## config.mk

```make
export PLATFORM = sky130hd
export DESIGN_NAME = ahb_bridge_frontend_flat
export DESIGN_NICKNAME = d
export VERILOG_FILES = /design/src/rtl/ahb_bridge_pkg.sv /design/src/rtl/ahb_bridge_frontend_if.sv /design/src/rtl/ahb_burst_tracker.sv /design/src/rtl/ahb_bridge_frontend.sv /design/src/flat_wrapper.sv
export SDC_FILE = /design/constraint.sdc
export NUM_CORES = 1
export LEC_CHECK = 0
export ABC_AREA = 1
export CAP_MARGIN = 20
export CORE_MARGIN = 10
export CORE_UTILIZATION = 35
export CTS_BUF_LIST = sky130_fd_sc_hd__clkbuf_16
export DETAILED_ROUTE_END_ITERATION = 6
export PLACE_DENSITY = 0.77
export SYNTH_ARGS = -nofsm -noshare
export SYNTH_HDL_FRONTEND = slang
export SYNTH_SLANG_ARGS = --single-unit
```

## constraint.sdc

```tcl
create_clock -name hclk -period 1.3 [get_ports hclk]
set_input_delay 0.26 -clock hclk [delete_from_list [all_inputs] [get_ports hclk]]
set_output_delay 0.26 -clock hclk [all_outputs]
set_load 0.02 [all_outputs]
```

## src/rtl/ahb_bridge_pkg.sv

```systemverilog
// Shared types, encodings and helpers for the AHB-to-APB bridge front end.
package ahb_bridge_pkg;

  typedef enum logic [1:0] {
    HTRANS_IDLE = 2'd0,
    HTRANS_BUSY = 2'd1,
    HTRANS_NSEQ = 2'd2,
    HTRANS_SEQ  = 2'd3
  } htrans_e;

  typedef enum logic [2:0] {
    HBURST_SINGLE = 3'd0,
    HBURST_INCR   = 3'd1,
    HBURST_WRAP4  = 3'd2,
    HBURST_INCR4  = 3'd3,
    HBURST_WRAP8  = 3'd4,
    HBURST_INCR8  = 3'd5,
    HBURST_WRAP16 = 3'd6,
    HBURST_INCR16 = 3'd7
  } hburst_e;

  localparam logic HRESP_OKAY  = 1'b0;
  localparam logic HRESP_ERROR = 1'b1;

  // Beat counter holds length-1 of the longest fixed burst (16 beats).
  localparam int unsigned BEAT_W = 4;

  typedef enum logic [2:0] {
    ST_IDLE    = 3'd0,
    ST_WR_DATA = 3'd1,
    ST_RD_CMD  = 3'd2,
    ST_RD_WAIT = 3'd3,
    ST_RD_DONE = 3'd4,
    ST_ERR1    = 3'd5,
    ST_ERR2    = 3'd6
  } state_e;

  // Command entry layout, MSB first: {hwrite, hburst[2:0], hsize[2:0], haddr}.
  function automatic int unsigned cmd_width(input int unsigned addr_w);
    return addr_w + 32'd7;
  endfunction

  // Beats in a fixed-length burst; 0 for SINGLE and undefined-length INCR.
  function automatic logic [4:0] burst_len(input logic [2:0] hburst);
    case (hburst)
      HBURST_WRAP4,  HBURST_INCR4:  burst_len = 5'd4;
      HBURST_WRAP8,  HBURST_INCR8:  burst_len = 5'd8;
      HBURST_WRAP16, HBURST_INCR16: burst_len = 5'd16;
      default:                      burst_len = 5'd0;
    endcase
  endfunction

endpackage

```

## src/rtl/ahb_bridge_frontend_if.sv

```systemverilog
// AHB-Lite slave-side bus bundle for the bridge front end.
interface ahb_bridge_frontend_if #(
  parameter int unsigned DATA_WIDTH = 32,
  parameter int unsigned ADDR_WIDTH = 32
) ();
  logic                  hsel;
  logic                  hready_in;
  logic [1:0]            htrans;
  logic                  hwrite;
  logic [ADDR_WIDTH-1:0] haddr;
  logic [2:0]            hburst;
  logic [2:0]            hsize;
  logic [DATA_WIDTH-1:0] hwdata;
  logic                  hready_o;
  logic                  hresp;
  logic [DATA_WIDTH-1:0] hrdata;

  modport master (
    output hsel, hready_in, htrans, hwrite, haddr, hburst, hsize, hwdata,
    input  hready_o, hresp, hrdata
  );

  modport slave (
    input  hsel, hready_in, htrans, hwrite, haddr, hburst, hsize, hwdata,
    output hready_o, hresp, hrdata
  );
endinterface

```

## src/rtl/ahb_burst_tracker.sv

```systemverilog
// Tracks remaining beats of the current AHB burst and flags protocol violations.
module ahb_burst_tracker
  import ahb_bridge_pkg::*;
(
  input  logic       hclk,
  input  logic       resetn,
  input  logic       track_i,   // sampled NSEQ/SEQ transfer
  input  logic [1:0] htrans_i,
  input  logic [2:0] hburst_i,
  output logic       prot_err_o
);

  logic [2:0]        burst_q;
  logic [BEAT_W-1:0] beat_q;
  logic              err_q;
  logic [4:0]        len_c;
  logic              fixed_c;

  assign len_c   = burst_len(hburst_i);
  assign fixed_c = (burst_len(burst_q) != 5'd0);

  // Load on NSEQ, count down on SEQ of a fixed burst; sticky error until reset.
  always_ff @(posedge hclk or negedge resetn) begin
    if (!resetn) begin
      burst_q <= HBURST_SINGLE;
      beat_q  <= '0;
      err_q   <= 1'b0;
    end else if (track_i) begin
      if (htrans_i == HTRANS_NSEQ) begin
        burst_q <= hburst_i;
        beat_q  <= (len_c == 5'd0) ? '0 : BEAT_W'(len_c - 5'd1);
        if (beat_q != '0) err_q <= 1'b1;
      end else if (burst_q == HBURST_SINGLE) begin
        err_q <= 1'b1;
      end else if (fixed_c) begin
        if (beat_q == '0) err_q <= 1'b1;
        else              beat_q <= beat_q - BEAT_W'(1);
      end
    end
  end

  assign prot_err_o = err_q;

endmodule

```

## src/rtl/ahb_bridge_frontend.sv

```systemverilog
// AHB-Lite slave front end: decodes transfers into command/write-data FIFO
// pushes and returns read data (with APB error status) from the read FIFO.
module ahb_bridge_frontend
  import ahb_bridge_pkg::*;
#(
  parameter int unsigned           DATA_WIDTH = 32,
  parameter int unsigned           ADDR_WIDTH = 32,
  parameter logic [ADDR_WIDTH-1:0] BASE_ADDR  = '0,
  parameter logic [ADDR_WIDTH-1:0] ADDR_SPAN  = ADDR_WIDTH'(32'h0001_0000)
) (
  input  logic                               hclk,
  input  logic                               resetn,
  ahb_bridge_frontend_if.slave               ahb,
  output logic                               cmd_wen,
  output logic [cmd_width(ADDR_WIDTH)-1:0]   cmd_wdata,
  input  logic                               cmd_full,
  output logic                               wd_wen,
  output logic [DATA_WIDTH-1:0]              wd_wdata,
  input  logic                               wd_full,
  output logic                               rd_ren,
  input  logic [DATA_WIDTH:0]                rd_rdata,
  input  logic                               rd_empty,
  output logic                               prot_err
);

  localparam int unsigned CMD_W    = cmd_width(ADDR_WIDTH);
  localparam int unsigned MAX_SIZE = $clog2(DATA_WIDTH / 8);

  state_e                state_q;
  logic [CMD_W-1:0]      cmd_q;
  logic [DATA_WIDTH-1:0] hrdata_q;

  logic                  hready_c, hresp_c, cmd_wen_c, wd_wen_c, rd_ren_c;
  logic                  sample_c, active_c, legal_c;
  logic                  in_range_c, size_ok_c, aligned_c;
  logic [ADDR_WIDTH-1:0] offset_c;
  logic [7:0]            align_mask_c;

  // Address-phase qualification and legality decode.
  assign sample_c     = ahb.hsel & ahb.hready_in & hready_c;
  assign active_c     = ahb.htrans[1];
  assign offset_c     = ahb.haddr - BASE_ADDR;
  assign in_range_c   = (ahb.haddr >= BASE_ADDR) && (offset_c < ADDR_SPAN);
  assign size_ok_c    = (ahb.hsize <= 3'(MAX_SIZE));
  assign align_mask_c = ~(8'hFF << ahb.hsize);
  assign aligned_c    = ((ahb.haddr[7:0] & align_mask_c) == 8'd0);
  assign legal_c      = in_range_c & size_ok_c & aligned_c;

  // Per-state bus response and FIFO strobes.
  always_comb begin
    hready_c  = 1'b1;
    hresp_c   = HRESP_OKAY;
    cmd_wen_c = 1'b0;
    wd_wen_c  = 1'b0;
    rd_ren_c  = 1'b0;
    case (state_q)
      ST_WR_DATA: begin
        hready_c  = !cmd_full && !wd_full;
        cmd_wen_c = hready_c;
        wd_wen_c  = hready_c;
      end
      ST_RD_CMD: begin
        hready_c  = 1'b0;
        cmd_wen_c = !cmd_full;
      end
      ST_RD_WAIT: begin
        hready_c = 1'b0;
        rd_ren_c = !rd_empty;
      end
      ST_ERR1: begin
        hready_c = 1'b0;
        hresp_c  = HRESP_ERROR;
      end
      ST_ERR2: hresp_c = HRESP_ERROR;
      default: ;
    endcase
  end

  // Transfer FSM with registered address phase and read data.
  always_ff @(posedge hclk or negedge resetn) begin
    if (!resetn) begin
      state_q  <= ST_IDLE;
      cmd_q    <= '0;
      hrdata_q <= '0;
    end else begin
      if (sample_c) cmd_q <= {ahb.hwrite, ahb.hburst, ahb.hsize, ahb.haddr};
      if (rd_ren_c) hrdata_q <= rd_rdata[DATA_WIDTH-1:0];
      case (state_q)
        ST_RD_CMD:  if (!cmd_full) state_q <= ST_RD_WAIT;
        ST_RD_WAIT: if (!rd_empty) state_q <= rd_rdata[DATA_WIDTH] ? ST_ERR1 : ST_RD_DONE;
        ST_ERR1:    state_q <= ST_ERR2;
        default: begin
          // IDLE, RD_DONE, ERR2 and an unstalled WR_DATA accept a new address phase.
          if (hready_c) begin
            if (sample_c && active_c) begin
              if (!legal_c)        state_q <= ST_ERR1;
              else if (ahb.hwrite) state_q <= ST_WR_DATA;
              else                 state_q <= ST_RD_CMD;
            end else begin
              state_q <= ST_IDLE;
            end
          end
        end
      endcase
    end
  end

  ahb_burst_tracker u_burst (
    .hclk       (hclk),
    .resetn     (resetn),
    .track_i    (sample_c & active_c),
    .htrans_i   (ahb.htrans),
    .hburst_i   (ahb.hburst),
    .prot_err_o (prot_err)
  );

  assign ahb.hready_o = hready_c;
  assign ahb.hresp    = hresp_c;
  assign ahb.hrdata   = hrdata_q;
  assign cmd_wen      = cmd_wen_c;
  assign cmd_wdata    = cmd_q;
  assign wd_wen       = wd_wen_c;
  assign wd_wdata     = ahb.hwdata;
  assign rd_ren       = rd_ren_c;

endmodule

```

## src/flat_wrapper.sv

```systemverilog
// flat-port wrapper written by rule: the top's interface ports become plain ports
module ahb_bridge_frontend_flat import ahb_bridge_pkg::*;
#(
  parameter int unsigned           DATA_WIDTH = 32,
  parameter int unsigned           ADDR_WIDTH = 32,
  parameter logic [ADDR_WIDTH-1:0] BASE_ADDR  = '0,
  parameter logic [ADDR_WIDTH-1:0] ADDR_SPAN  = ADDR_WIDTH'(32'h0001_0000)
)
  (hclk, resetn, cmd_wen, cmd_wdata, cmd_full, wd_wen, wd_wdata, wd_full, rd_ren, rd_rdata, rd_empty, prot_err, ahb_hsel, ahb_hready_in, ahb_htrans, ahb_hwrite, ahb_haddr, ahb_hburst, ahb_hsize, ahb_hwdata, ahb_hready_o, ahb_hresp, ahb_hrdata);
  ahb_bridge_frontend_if #(.DATA_WIDTH(DATA_WIDTH), .ADDR_WIDTH(ADDR_WIDTH)) ahb_i ();
  input  logic hclk;
  input  logic resetn;
  output logic cmd_wen;
  output logic [cmd_width(ADDR_WIDTH)-1:0] cmd_wdata;
  input  logic cmd_full;
  output logic wd_wen;
  output logic [DATA_WIDTH-1:0] wd_wdata;
  input  logic wd_full;
  output logic rd_ren;
  input  logic [DATA_WIDTH:0] rd_rdata;
  input  logic rd_empty;
  output logic prot_err;
  input wire logic [$bits(ahb_i.hsel)-1:0] ahb_hsel;
  input wire logic [$bits(ahb_i.hready_in)-1:0] ahb_hready_in;
  input wire logic [$bits(ahb_i.htrans)-1:0] ahb_htrans;
  input wire logic [$bits(ahb_i.hwrite)-1:0] ahb_hwrite;
  input wire logic [$bits(ahb_i.haddr)-1:0] ahb_haddr;
  input wire logic [$bits(ahb_i.hburst)-1:0] ahb_hburst;
  input wire logic [$bits(ahb_i.hsize)-1:0] ahb_hsize;
  input wire logic [$bits(ahb_i.hwdata)-1:0] ahb_hwdata;
  output wire logic [$bits(ahb_i.hready_o)-1:0] ahb_hready_o;
  output wire logic [$bits(ahb_i.hresp)-1:0] ahb_hresp;
  output wire logic [$bits(ahb_i.hrdata)-1:0] ahb_hrdata;
  assign ahb_i.hsel = ahb_hsel;
  assign ahb_i.hready_in = ahb_hready_in;
  assign ahb_i.htrans = ahb_htrans;
  assign ahb_i.hwrite = ahb_hwrite;
  assign ahb_i.haddr = ahb_haddr;
  assign ahb_i.hburst = ahb_hburst;
  assign ahb_i.hsize = ahb_hsize;
  assign ahb_i.hwdata = ahb_hwdata;
  assign ahb_hready_o = ahb_i.hready_o;
  assign ahb_hresp = ahb_i.hresp;
  assign ahb_hrdata = ahb_i.hrdata;
  ahb_bridge_frontend #(.DATA_WIDTH(DATA_WIDTH), .ADDR_WIDTH(ADDR_WIDTH), .BASE_ADDR(BASE_ADDR), .ADDR_SPAN(ADDR_SPAN)) u_core (.hclk(hclk), .resetn(resetn), .ahb(ahb_i), .cmd_wen(cmd_wen), .cmd_wdata(cmd_wdata), .cmd_full(cmd_full), .wd_wen(wd_wen), .wd_wdata(wd_wdata), .wd_full(wd_full), .rd_ren(rd_ren), .rd_rdata(rd_rdata), .rd_empty(rd_empty), .prot_err(prot_err));
endmodule
```

==> results_dict.tcl <==
set metrics [dict create \
    status "finished with violations" \
    failed_checks "setup timing" \
    skew_ps 10.7 \
    dp_cells 735 \
    period_share_pct 120 \
    clkSinkCount 82 \
    pin_count 222 \
    power.leakage_nw 2.94 \
    vdd_drop_max_mv 1.03 \
    vias 3541 \
    max_freq_mhz 639 \
    hold_class "input pin to flip-flop" \
    cts.htree.levels 3 \
    timing.final.ws_setup_ps -266 \
    dp_hpwl_um 8820 \
    grt_pass1_vias 3546 \
    vias_per_cell 4.63 \
    numCtsBuffers 9 \
    grt_usage_pct 14.6 \
    start_util_pct 35.9 \
    fin_nets 733 \
    async_flop_share_pct 100 \
    worst-endpoint-required_ps 1040 \
    cts_tree "yes" \
    port-buffer-count 157 \
    worstPathArrival_ps 1310 \
    fp.dieH_um 125 \
    synth_edf_count 0 \
    fin_crit_ps 1570 \
    drt-initial-drc-count 193 \
    drive_gt1_share_pct 25.0 \
    finalWeightedCongestion 0.878 \
    ys_seq_elements 82 \
    rsz0062_at_grt "true" \
    synth_area_mm2 0.00389 \
    num_rows 38 \
    criticalPathCategory "flip-flop to output port" \
    ys_seq_area_share_pct 52.8 \
    clockRootBuffer "clkbuf_16" \
    drc 0 \
    ys_top_cells_by_count "190 x nand2_1, 82 x dfrtp_1, 42 x nand3_1" \
    setup_tns_ps -14610 \
    placed_area_mm2 0.00549 \
    clkLatencyLatePin_ps 340 \
    synth_area_leaders "dfrtp_1 53%, nand2_1 18%, buf_4 7.3%" \
    diodes 0 \
    synth_warnings 0 \
    synth_cell_types 27 \
    yosysMostFrequentCell "nand2_1" \
    finalNonFillerCells 764 \
    synth_area_leader_cell "dfrtp_1" \
    die-area_mm2 0.0157 \
    nFillCells 1009 \
    ant_nets 0 \
    synth_flop_cell "dfrtp_1" \
    grt_max_degree 83 \
    slew_violations 0 \
    antenna_found_initial 0 \
    synth_top_area_share_pct 52.8 \
    syn_inst 458 \
    core_area_mm2 0.0108 \
    worst_pin_slew_ps 430 \
    cts.clk_slew.worst_paths_ps 60 \
    syn_nets 572 \
    final_area_mm2 0.00572 \
    wl_per_cell_um 15.4 \
    post-place-ws_ps -719 \
    avgSynthCellArea_um2 8.49 \
    clockBufferDepth 2 \
    hold_viol_final 0 \
    drt-total-wl_um 11700 \
    drv_cap 0 \
    setup_viol 86 \
    grt_pass1_wl_um 18700 \
    crit_path_start_kind "flip-flop" \
    grt_overflow_total 0 \
    p_per_area_mw_per_mm2 2310 \
    slew_headroom_pct 71.3 \
    whs_ps 466 \
    p_total_mw 13.2 \
    area_delta_synth_final_pct 47.1 \
    die_width_um 125 \
    final_core_util_pct 52.8 \
    crit_fanout 4 \
    first_pass_iters 6 \
    end_kind "output port" \
]
## final timing paths
check / startpoint / endpoint / slack (ps) / cells after the start
setup / recovery: u_core.state_q[1] / ahb_hready_o / -270 / 4
hold / removal: rd_rdata[10] / u_core.ahb.hrdata[10] / 470 / 3
setup reg to reg: u_core.state_q[1] / u_core.u_burst.beat_q[3] / -230 / 8
hold reg to reg: u_core.cmd_wdata[21] / u_core.cmd_wdata[21] / 470 / 2
max in group asynchronous: resetn / u_core.state_q[1] / 440 / 3
min in group asynchronous: resetn / u_core.ahb.hrdata[8] / 500 / 3
## what timing repair did
item,4_1_cts,5_1_grt
pin swaps,2,9
hold endpoints to repair,82,0
endpoints found under the setup margin,159,148
gates resized for setup,191,76
cloned,1,0
hold buffers,1,0
setup buffers,3,8
## cell families (layout without fill, tap and decap cells)
logic type	count (synthesis)	in the layout	share of synthesized area (%)
flops	82	82	52.8
compound gates	29	29	4.15
buf+inv	72	238	12.7
simple gates	274	274	30.1
fa+ha+maj	1	1	0.322
## critical path, stage by stage, from the launching register on
cell and delay [ps]:
dfrtp_2 450, nor2_4 140, nand3_4 110, nand2_4 110, buf_4 160
## final cells by class
type	count	area, um2	share of cell area (%)
sequential	82	2050	35.9
clock inverter	7	61.3	1.07
clock buffer	9	225	3.94
timing repair buffer	201	1740	30.3
tap	140	175	3.06
multi-input combinational	304	1390	24.3
inverter	21	78.8	1.38
## sequential cells by signal (all words and copies together) (netlist names)
register	cells
u_core.u_burst.beat_q	4
u_core.state_q	3
u_core.u_burst.prot_err_o	1
u_core.u_burst.burst_q	3
u_core.cmd_wdata	39
u_core.ahb.hrdata	32
## placed cells by master, fill, tap and decap left out, drive strengths merged, types with 2 or more instances in the layout
| cell type | instances |
|---|---|
| clkinvlp | 2 |
| clkdlybuf4s15 | 17 |
| inv | 22 |
| nor2 | 29 |
| clkinv | 3 |
| nand2 | 200 |
| buf | 54 |
| a21oi | 4 |
| nand3 | 42 |
| o21ai | 23 |
| clkbuf | 58 |
| dfrtp | 82 |
| clkdlybuf4s50 | 79 |
## layer usage
layer	global-route usage (%)	routed length, um	vias to the layer above
li1	-	-	1721
met1	16.9	4850	1623
met2	23.4	5650	164
met3	6.34	1050	33
met4	5.28	199	0
met5	0	0	-
## report_power, final
group | internal (mW) | switching (mW) | total, mW
sequential | 3.72 | 0.666 | 4.39
combinational | 2.59 | 3.80 | 6.39
clock | 1.46 | 0.964 | 2.43
total | 7.78 | 5.43 | 13.2
(Power assumes the default switching activity.)
==> edit, RTL diff (same settings) <==
`ADDR_WIDTH` is set to 32 in 3 places; all go to 16.
--- a/src/rtl/ahb_bridge_frontend_if.sv
+++ b/src/rtl/ahb_bridge_frontend_if.sv
@@ -1,7 +1,7 @@
 // AHB-Lite slave-side bus bundle for the bridge front end.
 interface ahb_bridge_frontend_if #(
   parameter int unsigned DATA_WIDTH = 32,
-  parameter int unsigned ADDR_WIDTH = 32
+  parameter int unsigned ADDR_WIDTH = 16
 ) ();
   logic                  hsel;
   logic                  hready_in;
--- a/src/rtl/ahb_bridge_frontend.sv
+++ b/src/rtl/ahb_bridge_frontend.sv
@@ -4,7 +4,7 @@
   import ahb_bridge_pkg::*;
 #(
   parameter int unsigned           DATA_WIDTH = 32,
-  parameter int unsigned           ADDR_WIDTH = 32,
+  parameter int unsigned           ADDR_WIDTH = 16,
   parameter logic [ADDR_WIDTH-1:0] BASE_ADDR  = '0,
   parameter logic [ADDR_WIDTH-1:0] ADDR_SPAN  = ADDR_WIDTH'(32'h0001_0000)
 ) (
--- a/src/flat_wrapper.sv
+++ b/src/flat_wrapper.sv
@@ -2,7 +2,7 @@
 module ahb_bridge_frontend_flat import ahb_bridge_pkg::*;
 #(
   parameter int unsigned           DATA_WIDTH = 32,
-  parameter int unsigned           ADDR_WIDTH = 32,
+  parameter int unsigned           ADDR_WIDTH = 16,
   parameter logic [ADDR_WIDTH-1:0] BASE_ADDR  = '0,
   parameter logic [ADDR_WIDTH-1:0] ADDR_SPAN  = ADDR_WIDTH'(32'h0001_0000)
 )
Ports: changed (resized ahb_haddr and cmd_wdata); port bits go from 222 to 190. No check against the original RTL was run, so the function may have changed too.
==> edit against the unedited design <==
- the run still ends with negative setup slack left
- worst setup slack worse by 0.044 ns
- design area fell by 5.4%
- synthesized cell count decreased by 19%
- largest cell class is now non-clock buffers
- sequential power down 16%
- sequential cell count down 16
- count of clock-buffer cells in the layout is the same
- sequential share of layout area fell by 5.4 points
- register-to-register slack got worse by 0.02 ns
- synthesized area is 20% lower
- final cell count fell by 18%
- wire length is 9.9% lower
- worst hold slack hardly changed
- power shrank 2.6%
==> edit: results (changes against the unedited design) <==
- Synth Area in Compound Gates: 3.851% (was 4.149%)
- Largest cells by area after synthesis: dfrtp_1 (53%), nand2_1 (21%), buf_4 (8.4%) (was dfrtp_1 (53%), nand2_1 (18%), buf_4 (7.3%))
- Switching share of total power: 40.32% (was 41.11%)
- Vias in the first global route: 3016 (was 3546)
- R2R cell count: 10 (was 8)
- Metal3 WL: 902 um (was 1.047 mm)
- First-pass GRT wire length: 15.67 mm (was 18.71 mm)
- # setup viols final: 71 (was 86)
- Final Skew: 0.005344 ns (was 0.01071 ns)
- Hold depth: 2 (was 3)
- DR pass1 iterations: 4 (was 6)
- Met1 usage: 16.08% (was 16.92%)
- Latest clock arrival within the worst-skew pair: 0.32 ns (was 0.34 ns)
- Crit-path max FO: 3 (was 4)
- Design Power: 12.86 mW (was 13.20 mW)
- Share of layout cells above drive strength 1: 37.62% (was 25.00%)
- Outcome: finished with violations (unchanged)
- Adder-cell share of the synthesized area: 0.4011% (was 0.3216%)
- Reg2Reg Setup Slack: -0.25 ns (was -0.23 ns)
- M1 WL: 4.036 mm (was 4.849 mm)
- Met3 usage: 5.713% (was 6.337%)
- Sequential Power: 3.68 mW (was 4.39 mW)
- Number of flip-flops in the largest register: 32 (was 39)
- Setup slack after layout: -0.3100 ns (was -0.2657 ns)
- Met2 usage: 24.73% (was 23.39%)
- DR vias/cell: 4.711 (was 4.635)
- Sum of negative setup slack: -13.13 ns (was -14.61 ns)
- Worst r2r src: u_core.state_q[0] (was u_core.state_q[1])
- Layout Nets: 614 (was 733)
- Violated checks: negative setup slack (unchanged)
- DP Worst Slack: -0.7255 ns (was -0.7189 ns)
- Detail Route met2 WL: 5.412 mm (was 5.646 mm)
- Top post-synthesis cells by count: nand2_1 (171), dfrtp_1 (66), buf_4 (35), nand3_1 (30), o21ai_0 (14) (was nand2_1 (190), dfrtp_1 (82), nand3_1 (42), buf_4 (38), nor2_1 (22))
## edit: changes by cell type after synthesis, moves of 7 or more
| cell | unedited run | this run |
|---|---|---|
| nand3_1 | 42 | 30 |
| nand2_2 | 9 | 0 |
| nand2_1 | 190 | 171 |
| dfrtp_1 | 82 | 66 |
| inv_1 | 18 | 11 |
| nor2_1 | 22 | 9 |
## edit: area by class of cell
| cell class | count | area [um^2] | area share [%] |
|---|---|---|---|
| Sequential cell | 66 | 1652 | 30.50 |
| Clock inverter | 7 | 85.08 | 1.571 |
| Timing Repair Buffer | 175 | 1737 | 32.07 |
| Timing Repair inverter | 3 | 42.54 | 0.7856 |
| Clock buffer | 9 | 225.2 | 4.159 |
| Tap cell | 108 | 135.1 | 2.495 |
| Multi-Input combinational cell | 244 | 1459 | 26.94 |
| Inverter | 17 | 80.08 | 1.479 |
## edit: worst max-delay path, stage by stage (launching register included)
cell and delay [ns]:
dfrtp_1 0.42, inv_2 0.08, buf_4 0.14, o21ai_4 0.14, nand2_4 0.10, buf_6 0.14
